<file path="src/rtl/ipsxe_floating_point_invsqrt_group3_round_v1_0_if.sv">
`default_nettype none
// ============================================================================
// Module      : ipsxe_floating_point_invsqrt_group3_round_v1_0_if
// Description : group3 partial-sum inputs and rounded mantissa result bundle.
// Revision    : 1.0 - initial release
// ============================================================================
interface ipsxe_floating_point_invsqrt_group3_round_v1_0_if #(
    parameter int MAN_WIDTH = 52,
    parameter int LO_W      = 46,
    parameter int HI_W      = 10
);
    logic                 i_lo_valid;
    logic [LO_W-1:0]      i_group3_lo;
    logic                 i_hi_valid;
    logic [HI_W-1:0]      i_group3_hi;
    logic                 o_valid;
    logic [MAN_WIDTH-1:0] o_man;
    logic [1:0]           o_exp_inc;
    logic                 o_align_err;

    modport master (
        output i_lo_valid, i_group3_lo, i_hi_valid, i_group3_hi,
        input  o_valid, o_man, o_exp_inc, o_align_err
    );

    modport slave (
        input  i_lo_valid, i_group3_lo, i_hi_valid, i_group3_hi,
        output o_valid, o_man, o_exp_inc, o_align_err
    );
endinterface
`default_nettype wire

</file>
<file path="src/rtl/ipsxe_floating_point_invsqrt_group3_round_v1_0.sv">
`default_nettype none
// ============================================================================
// Module      : ipsxe_floating_point_invsqrt_group3_round_v1_0
// Description : Aligns group3 lo/hi partial sums, normalizes and rounds (RNE).
// Revision    : 1.0 - initial release
// ============================================================================
module ipsxe_floating_point_invsqrt_group3_round_v1_0 #(
    parameter int MAN_WIDTH = 52,
    parameter int LO_W      = 46,
    parameter int HI_W      = 10,
    parameter int HI_DLY    = 1
) (
    input  wire logic i_clk,
    input  wire logic i_rst,
    ipsxe_floating_point_invsqrt_group3_round_v1_0_if.slave bus
);
    localparam int C_W = MAN_WIDTH + 4;

    logic            w_lo_v_d;
    logic [LO_W-1:0] w_lo_d;

    // lo arrives HI_DLY cycles ahead of hi; delay it so both meet at stage A
    generate
        if (HI_DLY == 0) begin : g_no_dly
            assign w_lo_v_d = bus.i_lo_valid;
            assign w_lo_d   = bus.i_group3_lo;
        end else begin : g_dly
            logic [HI_DLY-1:0] r_v_sr;
            logic [LO_W-1:0]   r_d_sr [HI_DLY];

            always_ff @(posedge i_clk or posedge i_rst) begin
                if (i_rst) begin
                    r_v_sr <= '0;
                    for (int i = 0; i < HI_DLY; i++) begin
                        r_d_sr[i] <= '0;
                    end
                end else begin
                    r_v_sr[0] <= bus.i_lo_valid;
                    r_d_sr[0] <= bus.i_group3_lo;
                    for (int i = 1; i < HI_DLY; i++) begin
                        r_v_sr[i] <= r_v_sr[i-1];
                        r_d_sr[i] <= r_d_sr[i-1];
                    end
                end
            end

            assign w_lo_v_d = r_v_sr[HI_DLY-1];
            assign w_lo_d   = r_d_sr[HI_DLY-1];
        end
    endgenerate

    logic           w_pair;
    logic [C_W-1:0] r_s;
    logic           r_va;
    logic           r_align_err;

    assign w_pair = bus.i_hi_valid & w_lo_v_d;

    always_ff @(posedge i_clk or posedge i_rst) begin
        if (i_rst) begin
            r_s         <= '0;
            r_va        <= 1'b0;
            r_align_err <= 1'b0;
        end else begin
            r_va <= w_pair;
            if (w_pair) begin
                r_s <= {bus.i_group3_hi, w_lo_d};
            end
            if (bus.i_hi_valid != w_lo_v_d) begin
                r_align_err <= 1'b1;
            end
        end
    end

    logic                 w_norm;
    logic [MAN_WIDTH:0]   w_m;
    logic                 w_g;
    logic                 w_st;
    logic                 w_rup;
    logic [MAN_WIDTH+1:0] w_mr;

    // A set MSB means the sum reached [2,4): shift one more bit out
    assign w_norm = r_s[C_W-1];
    assign w_m    = w_norm ? r_s[C_W-1:3] : r_s[C_W-2:2];
    assign w_g    = w_norm ? r_s[2] : r_s[1];
    assign w_st   = w_norm ? (|r_s[1:0]) : r_s[0];
    assign w_rup  = w_g & (w_st | w_m[0]);
    assign w_mr   = {1'b0, w_m} + {{(MAN_WIDTH+1){1'b0}}, w_rup};

    logic                 r_valid;
    logic [MAN_WIDTH-1:0] r_man;
    logic [1:0]           r_exp_inc;

    always_ff @(posedge i_clk or posedge i_rst) begin
        if (i_rst) begin
            r_valid   <= 1'b0;
            r_man     <= '0;
            r_exp_inc <= 2'd0;
        end else begin
            r_valid <= r_va;
            if (r_va) begin
                // rounding carried past the hidden bit: mantissa wraps to 1.0
                if (w_mr[MAN_WIDTH+1]) begin
                    r_man     <= '0;
                    r_exp_inc <= w_norm ? 2'd2 : 2'd1;
                end else begin
                    r_man     <= w_mr[MAN_WIDTH-1:0];
                    r_exp_inc <= w_norm ? 2'd1 : 2'd0;
                end
            end
        end
    end

    assign bus.o_valid     = r_valid;
    assign bus.o_man       = r_man;
    assign bus.o_exp_inc   = r_exp_inc;
    assign bus.o_align_err = r_align_err;
endmodule
`default_nettype wire
</file>
<file path="src/flat_wrapper.sv">
// flat-port wrapper written by rule: the top's interface ports become plain ports
module ipsxe_floating_point_invsqrt_group3_round_v1_0_flat 
#(
    parameter int MAN_WIDTH = 52,
    parameter int LO_W      = 46,
    parameter int HI_W      = 10,
    parameter int HI_DLY    = 1
)
  (i_clk, i_rst, bus_i_lo_valid, bus_i_group3_lo, bus_i_hi_valid, bus_i_group3_hi, bus_o_valid, bus_o_man, bus_o_exp_inc, bus_o_align_err);
  ipsxe_floating_point_invsqrt_group3_round_v1_0_if #(.MAN_WIDTH(MAN_WIDTH), .LO_W(LO_W), .HI_W(HI_W)) bus_i ();
  input  wire logic i_clk;
  input  wire logic i_rst;
  input wire logic [$bits(bus_i.i_lo_valid)-1:0] bus_i_lo_valid;
  input wire logic [$bits(bus_i.i_group3_lo)-1:0] bus_i_group3_lo;
  input wire logic [$bits(bus_i.i_hi_valid)-1:0] bus_i_hi_valid;
  input wire logic [$bits(bus_i.i_group3_hi)-1:0] bus_i_group3_hi;
  output wire logic [$bits(bus_i.o_valid)-1:0] bus_o_valid;
  output wire logic [$bits(bus_i.o_man)-1:0] bus_o_man;
  output wire logic [$bits(bus_i.o_exp_inc)-1:0] bus_o_exp_inc;
  output wire logic [$bits(bus_i.o_align_err)-1:0] bus_o_align_err;
  assign bus_i.i_lo_valid = bus_i_lo_valid;
  assign bus_i.i_group3_lo = bus_i_group3_lo;
  assign bus_i.i_hi_valid = bus_i_hi_valid;
  assign bus_i.i_group3_hi = bus_i_group3_hi;
  assign bus_o_valid = bus_i.o_valid;
  assign bus_o_man = bus_i.o_man;
  assign bus_o_exp_inc = bus_i.o_exp_inc;
  assign bus_o_align_err = bus_i.o_align_err;
  ipsxe_floating_point_invsqrt_group3_round_v1_0 #(.MAN_WIDTH(MAN_WIDTH), .LO_W(LO_W), .HI_W(HI_W), .HI_DLY(HI_DLY)) u_core (.i_clk(i_clk), .i_rst(i_rst), .bus(bus_i));
endmodule
</file>
<file path="config.mk">
export PLATFORM = sky130hd
export DESIGN_NAME = ipsxe_floating_point_invsqrt_group3_round_v1_0_flat
export DESIGN_NICKNAME = d
export VERILOG_FILES = /design/src/rtl/ipsxe_floating_point_invsqrt_group3_round_v1_0_if.sv /design/src/rtl/ipsxe_floating_point_invsqrt_group3_round_v1_0.sv /design/src/flat_wrapper.sv
export SDC_FILE = /design/constraint.sdc
export NUM_CORES = 1
export LEC_CHECK = 0
export BUFFER_PORTS_ARGS = -buffer_cell sky130_fd_sc_hd__buf_2
export CORE_MARGIN = 4
export CORE_UTILIZATION = 52
export CTS_CLUSTER_DIAMETER = 150
export DETAILED_ROUTE_END_ITERATION = 10
export PLACE_DENSITY = 0.74
export RECOVER_POWER = 25
export SYNTH_ARGS = -nofsm -noshare
export SYNTH_HDL_FRONTEND = slang
export SYNTH_SLANG_ARGS = --single-unit
export TNS_END_PERCENT = 100
</file>
<file path="constraint.sdc">
create_clock -name i_clk -period 9.45 [get_ports i_clk]
set_input_delay 0 -clock i_clk [delete_from_list [all_inputs] [get_ports i_clk]]
set_output_delay 0 -clock i_clk [all_outputs]
set_load 0.02 [all_outputs]
</file>
==> summary.md <==
| Metric | Value |
|---|---|
| Status | complete, but fails checks |
| Failing checks | capacitance limit, slew limit |
| Post-synthesis xor/xnor area fraction | 5.63% |
| Reg-to-reg slack, setup | 5.47 ns |
| Layout Skew | 0.00855 ns |
| P&R area growth vs syn | 22.6% |
| Critical path type | flop to flop |
| DRC | 0 |
| Req. time, crit path | 9.75 ns |
| Wire per inst | 17.8 um |
| Vias per cell | 5.63 |
| Sequential fraction of the synthesis area | between 50 and 60% |
| Crit start category | flop |
| Port Buffers | approximately 120 |
| Reg-to-Reg Start | u_core.r_s[55] |
| Fill cells | 1,142 |
| Largest family of logic cells by synthesized area | multiplexers |
| Complex-gate fraction of the synthesized area | around 7% |
| Multi-input gate area | 0.00357 mm2 |
| Post-route ant nets | 0 |
| Syn_nets | a little under 800 |
| Core Rows | 44 |
| GRT Overall Usage | 22.5% |
| H-tree Lvls | 4 |
| Post-synth top flop | dfrtp_1 |
| Maximum clock rate | 251 MHz |
| CTS tree | built |
| Final Hold Viols | 0 |
| TritonRoute pass-1 iters | 5 |
| Clk sinks | 160 |
| DIE HEIGHT | around 130 um |
| Largest net degree at the start of global routing | between 90 and 100 |
| RSZ-0062 raised after global routing | false |
| Mapped Cells | approximately 700 |
| Synth Warn # | 0 |
| I/O pin total | 116 |
| First-pass GRT wire length | 31,700 um |
| Clock root cell | clkbuf_16 |
| Hold Path Class | primary input to flop |
| Maximum fanout along the worst path | 92 |
| Mean area per synthesized cell | 11.1 um2 |
| Mux cell area share after synthesis | 17.8% |
| Max transition margin | -114% |
| Total CTS buffers | 17 |
| PwrDens | between 200 and 250 mW/mm2 |
| Setup crit start | u_core.r_s[55] |
| Worst hold slack | approximately 0.22 ns |
| Crit end category | flop |
| Syn Std Cell Area | 0.00794 mm2 |
| PostCTS Resize Cnt | 0 |
| Worst hold start | bus_i_group3_lo[21] |
| Final max-slew violation count | 75 |
| TNS Setup | 0 ns |
| Adder-Cell Fraction of Synth Area | 0.473% |
| Slew @ Worst Pin | 3.20 ns |
| Die W | between 100 and 150 um |
| #FFs+latches synth | 160 |
| CTS max path bufs | 2 |
| Setup violations, final | 0 |
| Routability cong. | 0.901 |
| Count of different cell masters after synthesis | between 40 and 50 |
| Reg clk slew, reported paths | 0.06 ns |
| Vias in the first global route | 6,121 |
| Maximum VDD drop | 0.000151 V |
| MaxCap Viol Count | 1 |
| WP data arrival | 4.28 ns |
| Core area | roughly 0.015 mm2 |
| Antenna diode count | 0 |
| Initial Utilization | between 50% and 60% |
| Final min period | 3.98 ns |
| Via count | 5,986 |
| Share of layout cells above drive strength 1 | 28.1% |
| Grt total ovfl | 0 |
| Post-synthesis async set-or-reset flop share | 100% |
| Initial DRC count | approximately 690 |
| Register area | 0.00401 mm2 |
| Worst-Skew Late Latency | 0.41 ns |
| Total die area | 0.0173 mm2 |
| Post-synth EDFFs | 0 |
| Post-Synth Simple-Gate Area | between 10% and 20% |
| Antenna violations before repair | 0 |
| DP HPWL | 13,000 um |
| Leakage | 4.17 nW |
| Tcrit/Tclk final | 42.1% |
| Final WL | 18,900 um |
| Nets | 930 |
## repair_timing
| item | 4_1_cts | 5_1_grt |
|---|---|---|
| hold endpoints to repair | 131 | 0 |
| buffers inserted | 0 | 0 |
| hold buffers | 59 | 0 |
## report_power, final
group | internal [mW] | switching, mW | leakage (nW)
clock | 0.430 | 0.261 | 0.288
combinational | 0.214 | 0.270 | 1.98
sequential | 0.789 | 0.115 | 1.91
## final timing paths
path | endpoint | depth (start not counted)
max in group asynchronous | u_core.r_s[15] | 4
min | u_core.g_dly.r_d_sr[21] | 2
min reg2reg | u_core.r_s[26] | 2
max reg2reg | u_core.bus.o_exp_inc[0] | 8
min in group asynchronous | u_core.bus.o_valid | 3
max | u_core.bus.o_exp_inc[0] | 8
## cells in the final DEF (no fill, tap or decap), types with 3 or more instances in the layout
cell type      instances
buf_4                  4
nand4_2                3
nor3_1                12
or2_2                  3
nor2b_1                7
xnor2_1               27
inv_1                 33
a2111oi_0              3
nand4_1               12
nand3b_1               3
dlygate4sd3_1         59
o22ai_1               14
clkbuf_16             17
mux2i_1               48
nor2_1                28
o2111ai_1              3
nor4_2                 3
nand2b_1              13
o211ai_1               4
mux2_2                83
xor2_1                24
buf_2                114
nor4_1                12
clkbuf_1               5
a21boi_0              11
and3_1                 5
dfrtp_1              159
a21oi_1               19
nand2_1               51
nand3_1               43
o21ai_0               23
bufinv_16              3
## synthesized netlist by cell type, drive strengths merged (7+ instances only)
library cell	number	area (um2)
clkbuf	26	97.6
nor4	16	134
o21ai	23	115
a21boi	11	82.6
a21oi	19	95.1
xor2	24	210
nand3	43	215
nor2	28	105
nand2b	13	81.3
nand2	52	203
inv	34	128
xnor2	27	236
dfrtp	160	4000
mux2i	48	480
buf	18	144
mux2	83	935
nand4	15	113
nor3	12	60.1
o22ai	14	87.6
nor2b	7	43.8
## kinds of logic (layout without fill, tap and decap cells)
logic type / after synthesis / count (layout)
simple gates: 207 / 207
buf+inv: 78 / 244
mux: 131 / 131
xor+xnor: 51 / 51
fa+ha+maj: 3 / 3
flops: 160 / 160
compound gates: 84 / 84
## critical path: stages, from the launching register on
cell and delay, ns:
dfrtp_4 0.61, buf_4 0.87, mux2i_1 0.26, a211oi_1 0.30
nand3b_1 0.43, or2_2 0.47, nor4_1 0.34, ha_1 0.29
mux2_2 0.26
## final cells by class
cell class                 instances  share of cell area, %
multi-input combinational        476                   36.7
clock inverter                     9                   1.36
tap                              184                   2.37
inverter                          34                   1.32
clock buffer                      23                   4.81
sequential                       160                   41.2
timing repair buffer             178                   12.3
## per-layer routing
layer  global-route usage (%)  up-vias  wire [um]
li1                         -     2827          -
met1                     31.7     2913       8590
met2                     35.3      222       8800
met3                     4.97       24       1220
met4                     6.30        0        286
met5                        0        -          0
## flip-flops by register name (all words and copies together) (netlist names)
signal                  count
u_core.g_dly.r_d_sr        46
u_core.r_s                 56
u_core.bus.o_valid          1
u_core.bus.o_exp_inc        2
u_core.r_va                 1
u_core.g_dly.r_v_sr         1
u_core.bus.o_align_err      1
u_core.bus.o_man           52
## stage by stage
stage / setup slack [ns] / instance area [um2] / utilization [%] / cells / power, mW
2_1_floorplan: 5.13 / 7940 / - / 714 / 1.22
3_3_place_gp: 5.67 / 8540 / 57.9 / 973 / 1.36
3_5_place_dp: 5.48 / 8540 / 57.9 / 973 / 1.38
4_1_cts: 5.46 / 9730 / 66.0 / 1064 / 2.09
5_1_grt: 5.13 / 9730 / 65.9 / 1064 / 2.18
6_report: 5.47 / 9730 / 65.9 / 1064 / 2.08
(Power assumes the default switching activity.)
